--- config.mk ---
export PLATFORM = sky130hd
export DESIGN_NAME = add16_rr_arbiter
export DESIGN_NICKNAME = d
export VERILOG_FILES = /design/src/rtl/add16_arb_pkg.sv /design/src/rtl/add16_core.sv /design/src/rtl/add16_rr_arbiter.sv
export SDC_FILE = /design/constraint.sdc
export NUM_CORES = 1
export LEC_CHECK = 0
export BUFFER_PORTS_ARGS = -buffer_cell sky130_fd_sc_hd__buf_2
export CORE_MARGIN = 2
export CORE_UTILIZATION = 50
export CTS_CLUSTER_DIAMETER = 150
export CTS_CLUSTER_SIZE = 10
export DETAILED_ROUTE_END_ITERATION = 12
export GPL_ROUTABILITY_DRIVEN = 0
export PLACE_DENSITY = 0.95
export SLEW_MARGIN = 15
export SYNTH_ARGS = -nofsm -noshare
export SYNTH_HDL_FRONTEND = slang
export SYNTH_SLANG_ARGS = --single-unit
--- constraint.sdc ---
create_clock -name clk -period 11.14 [get_ports clk]
set_input_delay 2.228 -clock clk [delete_from_list [all_inputs] [get_ports clk]]
set_output_delay 2.228 -clock clk [all_outputs]
set_load 0.03 [all_outputs]
--- src/rtl/add16_arb_pkg.sv ---
// Shared constants and types for the round-robin arbiter in front of the
// 16-bit carry-in adder.
package add16_arb_pkg;

    localparam int W            = 16;
    localparam int NREQ_DEFAULT = 4;

    typedef enum logic {
        IDLE   = 1'b0,
        LOCKED = 1'b1
    } state_e;

endpackage : add16_arb_pkg

--- src/rtl/add16_core.sv ---
// Purely combinational W-bit adder with carry-in; the carry-out is the MSB
// of the (W+1)-bit result.
module add16_core
    import add16_arb_pkg::*;
(
    input  logic [W-1:0] a_i,
    input  logic [W-1:0] b_i,
    input  logic         cin_i,
    output logic [W:0]   sum_o
);

    assign sum_o = {1'b0, a_i} + {1'b0, b_i} + {{W{1'b0}}, cin_i};

endmodule : add16_core

--- src/rtl/add16_rr_arbiter.sv ---
// Round-robin arbiter sharing one adder among NREQ requesters, with a
// one-entry result register and carry chaining for multi-word operations.
module add16_rr_arbiter
    import add16_arb_pkg::*;
#(
    parameter int NREQ = NREQ_DEFAULT
) (
    input  logic                      clk,
    input  logic                      rst,
    input  logic [NREQ-1:0]           req_valid,
    output logic [NREQ-1:0]           req_ready,
    input  logic [NREQ*W-1:0]         req_a,
    input  logic [NREQ*W-1:0]         req_b,
    input  logic [NREQ-1:0]           req_cin,
    input  logic [NREQ-1:0]           req_more,
    output logic                      rsp_valid,
    input  logic                      rsp_ready,
    output logic [$clog2(NREQ)-1:0]   rsp_id,
    output logic [W-1:0]              rsp_sum,
    output logic                      rsp_cout,
    output logic                      rsp_last
);

    localparam int IDW = $clog2(NREQ);

    state_e           state_q, state_d;
    logic [IDW-1:0]   ptr_q, ptr_d;
    logic [IDW-1:0]   owner_q, owner_d;
    logic             carry_q, carry_d;
    logic             rsp_valid_q, rsp_valid_d;
    logic [IDW-1:0]   rsp_id_q, rsp_id_d;
    logic [W-1:0]     rsp_sum_q, rsp_sum_d;
    logic             rsp_cout_q, rsp_cout_d;
    logic             rsp_last_q, rsp_last_d;

    logic             found;
    logic [IDW-1:0]   grant_idx;
    logic [IDW-1:0]   cand;
    logic [NREQ-1:0]  grant;
    logic             slot_free;
    logic             xfer;
    logic [W-1:0]     op_a, op_b;
    logic             cin_eff;
    logic             more_sel;
    logic [W:0]       add_res;

    // NOTE: every signal assigned in an always_comb gets a default first, so no
    // path leaves it unassigned and no latch is inferred.
    always_comb begin
        found     = 1'b0;
        grant_idx = '0;
        cand      = '0;
        if (state_q == LOCKED) begin
            grant_idx = owner_q;
            found     = req_valid[owner_q];
        end else begin
            for (int k = 0; k < NREQ; k++) begin
                cand = IDW'((int'(ptr_q) + k) % NREQ);
                if (!found && req_valid[cand]) begin
                    found     = 1'b1;
                    grant_idx = cand;
                end
            end
        end
    end

    always_comb begin
        op_a     = '0;
        op_b     = '0;
        more_sel = 1'b0;
        cin_eff  = 1'b0;
        for (int k = 0; k < NREQ; k++) begin
            if (grant_idx == IDW'(k)) begin
                op_a     = req_a[k*W +: W];
                op_b     = req_b[k*W +: W];
                more_sel = req_more[k];
                cin_eff  = req_cin[k];
            end
        end
        // Later words of a locked operation take the chained carry instead.
        if (state_q == LOCKED) begin
            cin_eff = carry_q;
        end
    end

    add16_core u_core (
        .a_i   (op_a),
        .b_i   (op_b),
        .cin_i (cin_eff),
        .sum_o (add_res)
    );

    always_comb begin
        grant = '0;
        if (found) begin
            grant[grant_idx] = 1'b1;
        end
    end

    assign slot_free = ~rsp_valid_q | rsp_ready;
    assign req_ready = grant & {NREQ{slot_free}};
    assign xfer      = found & slot_free;

    always_comb begin
        state_d     = state_q;
        ptr_d       = ptr_q;
        owner_d     = owner_q;
        carry_d     = carry_q;
        rsp_valid_d = rsp_valid_q;
        rsp_id_d    = rsp_id_q;
        rsp_sum_d   = rsp_sum_q;
        rsp_cout_d  = rsp_cout_q;
        rsp_last_d  = rsp_last_q;
        if (xfer) begin
            rsp_valid_d = 1'b1;
            rsp_id_d    = grant_idx;
            rsp_sum_d   = add_res[W-1:0];
            rsp_cout_d  = add_res[W];
            rsp_last_d  = ~more_sel;
            if (more_sel) begin
                state_d = LOCKED;
                owner_d = grant_idx;
                carry_d = add_res[W];
            end else begin
                state_d = IDLE;
                carry_d = 1'b0;
                ptr_d   = (grant_idx == IDW'(NREQ - 1)) ? '0 : grant_idx + 1'b1;
            end
        end else if (rsp_ready) begin
            rsp_valid_d = 1'b0;
        end
    end

    // NOTE: state registers use non-blocking assignments so every flop samples
    // the pre-edge value of every other flop, independent of statement order.
    always_ff @(posedge clk) begin
        if (rst) begin
            state_q     <= IDLE;
            ptr_q       <= '0;
            owner_q     <= '0;
            carry_q     <= 1'b0;
            rsp_valid_q <= 1'b0;
            rsp_id_q    <= '0;
            rsp_sum_q   <= '0;
            rsp_cout_q  <= 1'b0;
            rsp_last_q  <= 1'b0;
        end else begin
            state_q     <= state_d;
            ptr_q       <= ptr_d;
            owner_q     <= owner_d;
            carry_q     <= carry_d;
            rsp_valid_q <= rsp_valid_d;
            rsp_id_q    <= rsp_id_d;
            rsp_sum_q   <= rsp_sum_d;
            rsp_cout_q  <= rsp_cout_d;
            rsp_last_q  <= rsp_last_d;
        end
    end

    assign rsp_valid = rsp_valid_q;
    assign rsp_id    = rsp_id_q;
    assign rsp_sum   = rsp_sum_q;
    assign rsp_cout  = rsp_cout_q;
    assign rsp_last  = rsp_last_q;

endmodule : add16_rr_arbiter
* Word level (Yosys, flattened, before mapping)
Index checks and enable logic that the tools add are counted.
** Word-level totals
- Register bits :: 27
** Cells by class
- Reduce and logical (&&, ||, !) cells :: 11
- Muxes and demuxes :: 48
- Eq/ne operators :: 3
- Bitwise logic cells :: 5
- Add/sub/neg operators :: 6
- Magnitude comparators :: 7
** Operators by type and width (count)
- 16-bit 2-to-1 mux :: 8
- 1-bit 2-to-1 mux :: 27
- 2-bit by 3-bit < comparator with 1-bit output, second input constant :: 6
- 16-bit by 16-bit adder with 17-bit output :: 1
- 17-bit by 1-bit adder with 17-bit output :: 1
- 2-bit 2-to-1 mux :: 6
- 1-bit binary-select mux with 2-bit select :: 5
- 2-bit by 1-bit adder with 2-bit output, second input constant :: 2
- 2-bit adder, second input constant :: 2
- 4-bit bitwise AND :: 1
- 2-bit == test, second input constant :: 2
- 1-bit logical AND :: 4
- 4-bit 2-to-1 mux :: 1
- 2-bit AND reduction :: 2
- 1-bit logical NOT :: 3
- 1-bit demux with 2-bit select :: 1
- 2-bit by 1-bit == test with 1-bit output, second input constant :: 1
- 2-bit by 1-bit greater-or-equal comparator with 1-bit output, second input constant :: 1
- 2-bit logical NOT :: 1
- 1-bit inverter :: 2
- 2-bit nonzero test :: 1
- 1-bit bitwise AND :: 1
- 1-bit OR :: 1

* Logic depth before layout (Yosys ltp)
- Word-level depth :: 24
- Gate-level depth with buffers :: 21
- Mapped depth without buffers :: 19

* Hierarchy
From an unflattened synthesis, not the netlist that was laid out.
** Unflattened totals
- Cell total of the unflattened synthesis :: 413
- Area, all modules :: 2920.3 µm²
** Modules (own cells, without submodules)
- add16_rr_arbiter :: times used 1, cells each 319, area each 2177.1 µm², seq. area each 540.5 µm²
- add16_core :: times used 1, cells each 94, area each 743.2 µm², seq. area each 0.0 µm²

* Worst setup path after synthesis
OpenSTA, ideal clock, no wires.
- Path kind :: input -> output
- From :: input req_valid[2]
- To :: output req_ready[1]
- Setup slack :: 4.810 ns
- Data arrival time :: 4.102 ns
- Data required time :: 8.912 ns
- Stages on the path :: 10
- Path through :: inv_1 > o22ai_1 > o21a_1 > o31a_1 > inv_1 > ha_1 > clkbuf_1 > clkbuf_1 > clkbuf_1 > and2_1
** On the way
- Cells in the longest elaborated chain, start to end :: 22
- Elaborated cells between the ends (all ways) :: 36
- Those cells by class :: order compare: 2; mux: 26; bitwise: 1; reduce/logical: 7
** Ends and longest elaborated chain
- from (decl) :: line add16_rr_arbiter.sv:10 : input logic [NREQ-1:0] req_valid,
- 1-bit binary-select mux with 2-bit select :: line add16_rr_arbiter.sv:59 : if (!found && req_valid[cand]) begin
- 1-bit 2-to-1 mux (implied by the code) :: line add16_rr_arbiter.sv:59
- 1-bit 2-to-1 mux :: line add16_rr_arbiter.sv:59
- 1-bit 2-to-1 mux :: line add16_rr_arbiter.sv:53 : if (state_q == LOCKED) begin
- 1-bit logical NOT :: line add16_rr_arbiter.sv:59
- 1-bit logical AND :: line add16_rr_arbiter.sv:59
- 1-bit 2-to-1 mux :: line add16_rr_arbiter.sv:59
- 1-bit 2-to-1 mux :: line add16_rr_arbiter.sv:53
- [7 not listed]
- 2-bit 2-to-1 mux (*) :: line add16_rr_arbiter.sv:53
- via grant_idx[0] :: line add16_rr_arbiter.sv:37 : logic [IDW-1:0] grant_idx;
- 2-bit by 3-bit < comparator with 1-bit output (implied by the code) or 2-bit by 1-bit greater-or-equal comparator with 1-bit output (tied branches) :: line add16_rr_arbiter.sv:96 : grant[grant_idx] = 1'b1;
- 1-bit logical AND (implied by the code) :: line add16_rr_arbiter.sv:96
- 1-bit 2-to-1 mux (implied by the code) :: line add16_rr_arbiter.sv:96
- 1-bit demux with 2-bit select (*) :: line add16_rr_arbiter.sv:96
- 4-bit 2-to-1 mux (*) :: line add16_rr_arbiter.sv:95 : if (found) begin
- 4-bit bitwise AND (*) :: line add16_rr_arbiter.sv:101 : assign req_ready = grant & {NREQ{slot_free}};
- to (decl) :: line add16_rr_arbiter.sv:11 : output logic [NREQ-1:0] req_ready,
The timed path passes the listed nets; every way through them passes the cells marked *. The select of a mux whose other input is x is not followed.

* Worst setup path after layout
Same ends and word-level chain as after synthesis.

==> flow_results.org <==
** Die
- Once the floorplan was initialized, standard cells occupied a little over half of the core.
- Die area :: between 6000 and 7000 um2
- The initialized floorplan defines 28 standard-cell rows.
- Vert. Die Dim :: ~83 um
- Measured along the x axis, the die boundary spans just over 80 um.
- For this design the top-level I/O count stands at ~170.
- In this run the standard cell core region covers between 5000 and 6000 um2.

** Place
- Detail Placement HPWL :: 8150 um
- Port buffering added 167 buffers.
- DP Cell Count :: slightly above 700
- Area after DPL :: ~3900 um2
- Worst Setup Slack post-DPL :: approximately 4.2 ns

** Timing
- PnR worst setup slack :: 4.40 ns
- Based on the critical path, the design can be clocked at up to around 150 MHz.
- Between clock sinks in the finished design, the worst skew comes to about 0.0056 ns.
- Total count of hold-check failures in the final report :: 0
- Of the available clock period, the critical path in the final layout requires 60.5%.
- Hold slack :: 0.467 ns
- Setup violations remaining at the end of the flow were counted as 0.
- The final number of max-transition violations was 0.
- Setup repair after global routing left no endpoint under its margin.
- At the pin with the least slew margin, the transition time is about 1.1 ns.
- Counting I/O delays and the setup requirement, the final critical path takes slightly below 7 ns.
- Worst slew margin relative to its limit :: between 20% and 30%
- Total negative slack :: 0 ns

** Synthesis
- During synthesis, Yosys emitted a total of 0 warnings.
- Summing the areas of all compound-gate instances in the mapped netlist gives about a third of the synthesized area.
- By area, the combinational part of the netlist is dominated by compound AO/OA/AOI/OAI gates.
- The synthesized netlist occupies a cell area of between 3000 and 4000 um2.
- The most common cell in the synthesized netlist is sky130_fd_sc_hd__a21oi_1.
- Distinct cells, synth :: 48
- Share of synthesized cell area in full adder, half adder and majority cells :: under 10%
- Simple-gate portion of the synthesized area :: between 30% and 40%
- Largest cells by area after synthesis :: sky130_fd_sc_hd__dfxtp_1 (17%), sky130_fd_sc_hd__a21oi_1 (14%), sky130_fd_sc_hd__nand2_1 (10%)
- Summed over its instances, the top area cell type makes up 17.4% of the synthesized netlist area.
- Synthesized netlist cell count :: a little over 500
- Sequential-to-total area share from yosys stat :: about 17%
- Synthesized flop and latch total :: 27
- After Yosys synthesis, XOR and XNOR cells account for 1.41% of the synthesized area.
- Most used standard cells in the synthesized netlist :: sky130_fd_sc_hd__a21oi_1 (90), sky130_fd_sc_hd__nand2_1 (84), sky130_fd_sc_hd__nor2_1 (82)
- Mean area per synthesized cell :: slightly above 6 um2
- Portion of netlist area occupied by mux cells :: between 2 and 2.5%
- The most used flip-flop cell after synthesis is sky130_fd_sc_hd__dfxtp_1.
- In this run, synthesis inferred 0 flip-flops with an integrated enable.
- The number of nets in the synthesized netlist is between 600 and 700.
- Asr flop ratio synth :: 0%
- The synthesized design spends more area on one cell type than any other, namely sky130_fd_sc_hd__dfxtp_1.

** CTS
- The tree is rooted in a sky130_fd_sc_hd__clkbuf_8.
- Setup bufs post-CTS :: 0
- After clock tree synthesis, the flow added hold-fix buffers numbering 0.
- In this run the deepest clock path goes through 2 buffers.
- Sinks on Clock Net :: 27
- Clock-pin slew was measured on the worst setup and hold paths at ~0.09 ns.
- Post-cts resize count :: 0
- H-tree depth reported by CTS :: 1
- The later pin in the worst-skew pair is clocked with a latency of around 0.27 ns.
- CTS tree :: yes
- Number of buffers created by CTS :: 3

** Critical path
- Setup slack of the worst register-to-register path :: 6.18 ns
- In this run the worst path has a maximum fanout of slightly below 70.
- The worst register-to-register path ends at rsp_sum[14].
- Data arrives at the worst endpoint at about 4.5 ns.
- The number of cells on the worst reg-to-reg path is 18.
- Kind of end point of the critical path :: output port
- Data on the critical path is required at its endpoint by approximately 9 ns.
- The critical path is of the primary input to output port type.
- Origin of the critical flop-to-flop path :: ptr_q[0]
- Launching element type of the critical path :: primary input

** Job
- Max-cap violations in this run came to 0.

** Global route
- Maximum number of pins on one net before global-route repair :: 70
- GR Overflow Total :: 0
- Met2 global-route usage :: 49.0%
- The initial antenna violation count was 0.
- Met1 Resource Use GR :: 34.6%
- After global routing, the most crowded layer is met2.
- Global routing consumed, on the met3 layer, under 10% of the routing resources.
- Global routing consumed, over all layers together, between 20 and 30% of the routing resources.
- Via count of the first global-routing pass :: roughly 3,800
- First-pass GRT wire length :: approximately 17,000 um

** Hold path
- Worst hold start :: rsp_sum[4]
- Hold Crit Depth :: 2
- Terminating pin of the worst hold path :: rsp_sum[4]
- The tightest min-delay check is of the flop to flop type.

** Power and ir drop
- The worst-case IR drop observed on VDD is ~140 uV.
- Power, Total :: approximately 1.2 mW
- In this run the power density over the cells is just under 300 nW/um2.
- Summed over all cells, the static leakage comes to approximately 2.0 nW.

** Drt
- DRT Pass-1 Iters :: 6
- Detailed routing inserted a total of around 4,100 vias.
- After detailed routing, the average wire length per cell comes to around 14 um.
- After detailed routing, the number of remaining DRC violations is 0.
- The routed design has 10,200 um of wire.
- For this block, the initial DRC count from the detailed router was slightly above 400.
- Dividing the detail-routed via count by the number of cells gives 5.79.
- Remaining antenna violation count after routing :: 0

** Layout
- In the final layout, the share of cells above drive strength 1 is 27.8%.
- The finished cells cover ~4000 um2.
- Once layout is complete, the utilization of the core stands at about two thirds.
- Nets@finish :: slightly above 800
- The area growth from synthesis to layout is 27.1%.
- The finished layout holds 716 standard cells, fillers aside.
- The number of antenna diodes in the final layout is 0.

** Outcome
- The flow ran to the end, and the final reports show no timing, DRC or antenna violations.
==> routing by layer <==
| metal | up-vias | routed length [um] |
|---|---|---|
| met1 | 1806 | 4180 |
| met3 | 37 | 829 |
| met4 | 0 | 329 |
| met5 | - | 0 |
| li1 | 2039 | - |
| met2 | 261 | 4900 |
==> flip-flops by register name, summed over array words and instances (netlist names) <==
name       cells
rsp_cout       1
carry_q        1
owner_q        2
rsp_sum       16
rsp_last       1
ptr_q          2
state_q        1
rsp_id         2
rsp_valid      1
==> cell families (layout without fill, tap and decap cells) <==
kind of cell               Yosys count  in the layout
and+or+nand+nor                    222            222
muxes                                5              5
DFF                                 27             27
AOI/OAI and AO/OA                  178            178
xor gates and xnor gates             5              5
adders and majority gates           21             21
buffers and inverters               46            183
==> critical path: stages <==
cell and delay, ns:
sky130_fd_sc_hd__buf_2 0.11, sky130_fd_sc_hd__inv_1 0.08, sky130_fd_sc_hd__o22ai_1 0.10, sky130_fd_sc_hd__o21a_1 0.17, sky130_fd_sc_hd__o31a_1 0.31, sky130_fd_sc_hd__inv_1 0.13
sky130_fd_sc_hd__ha_2 0.91, sky130_fd_sc_hd__and2_1 0.24, sky130_fd_sc_hd__buf_2 0.20
==> power breakdown <==
group          leakage, nW  switching [mW]  internal, mW
clock network       0.0228          0.0293        0.0257
logic                 1.71           0.592         0.363
registers            0.223          0.0221         0.131
==> layout make-up <==
cell class,instances,area [um2]
inverter,10,37.5
timing repair buffer,169,851
clock buffer,4,45.0
tap,75,93.8
sequential,27,541
fill,545,2000
multi-input combinational,431,2390
==> how the worst max path moves through the flow <==
stage,slack (ns),cells past startpoint,startpoint,end
floorplan,4.81,10,req_valid[2],req_ready[1]
global placement,4.47,20,req_valid[2],rsp_sum[12]
detailed placement,4.24,20,req_valid[2],rsp_sum[14]
CTS,4.41,9,req_valid[2],req_ready[1]
global route,4.09,20,req_valid[2],rsp_sum[10]
finish,4.40,9,req_valid[2],req_ready[1]
==> cell usage in the layout, fill, tap and decap left out, drive strengths merged, types with 4 or more instances in the layout <==
master,n
a21oi,90
dfxtp,27
a21o,8
o21ai,42
o21a,6
buf,169
nand3,12
a211oi,7
a31oi,4
and2,5
mux2i,4
nand2b,4
nor2b,8
inv,10
ha,19
or3,6
nor2,82
clkbuf,4
nand3b,4
xnor2,4
nand2,84
nor3,7
No activity file was read; power rests on OpenSTA's default activity.
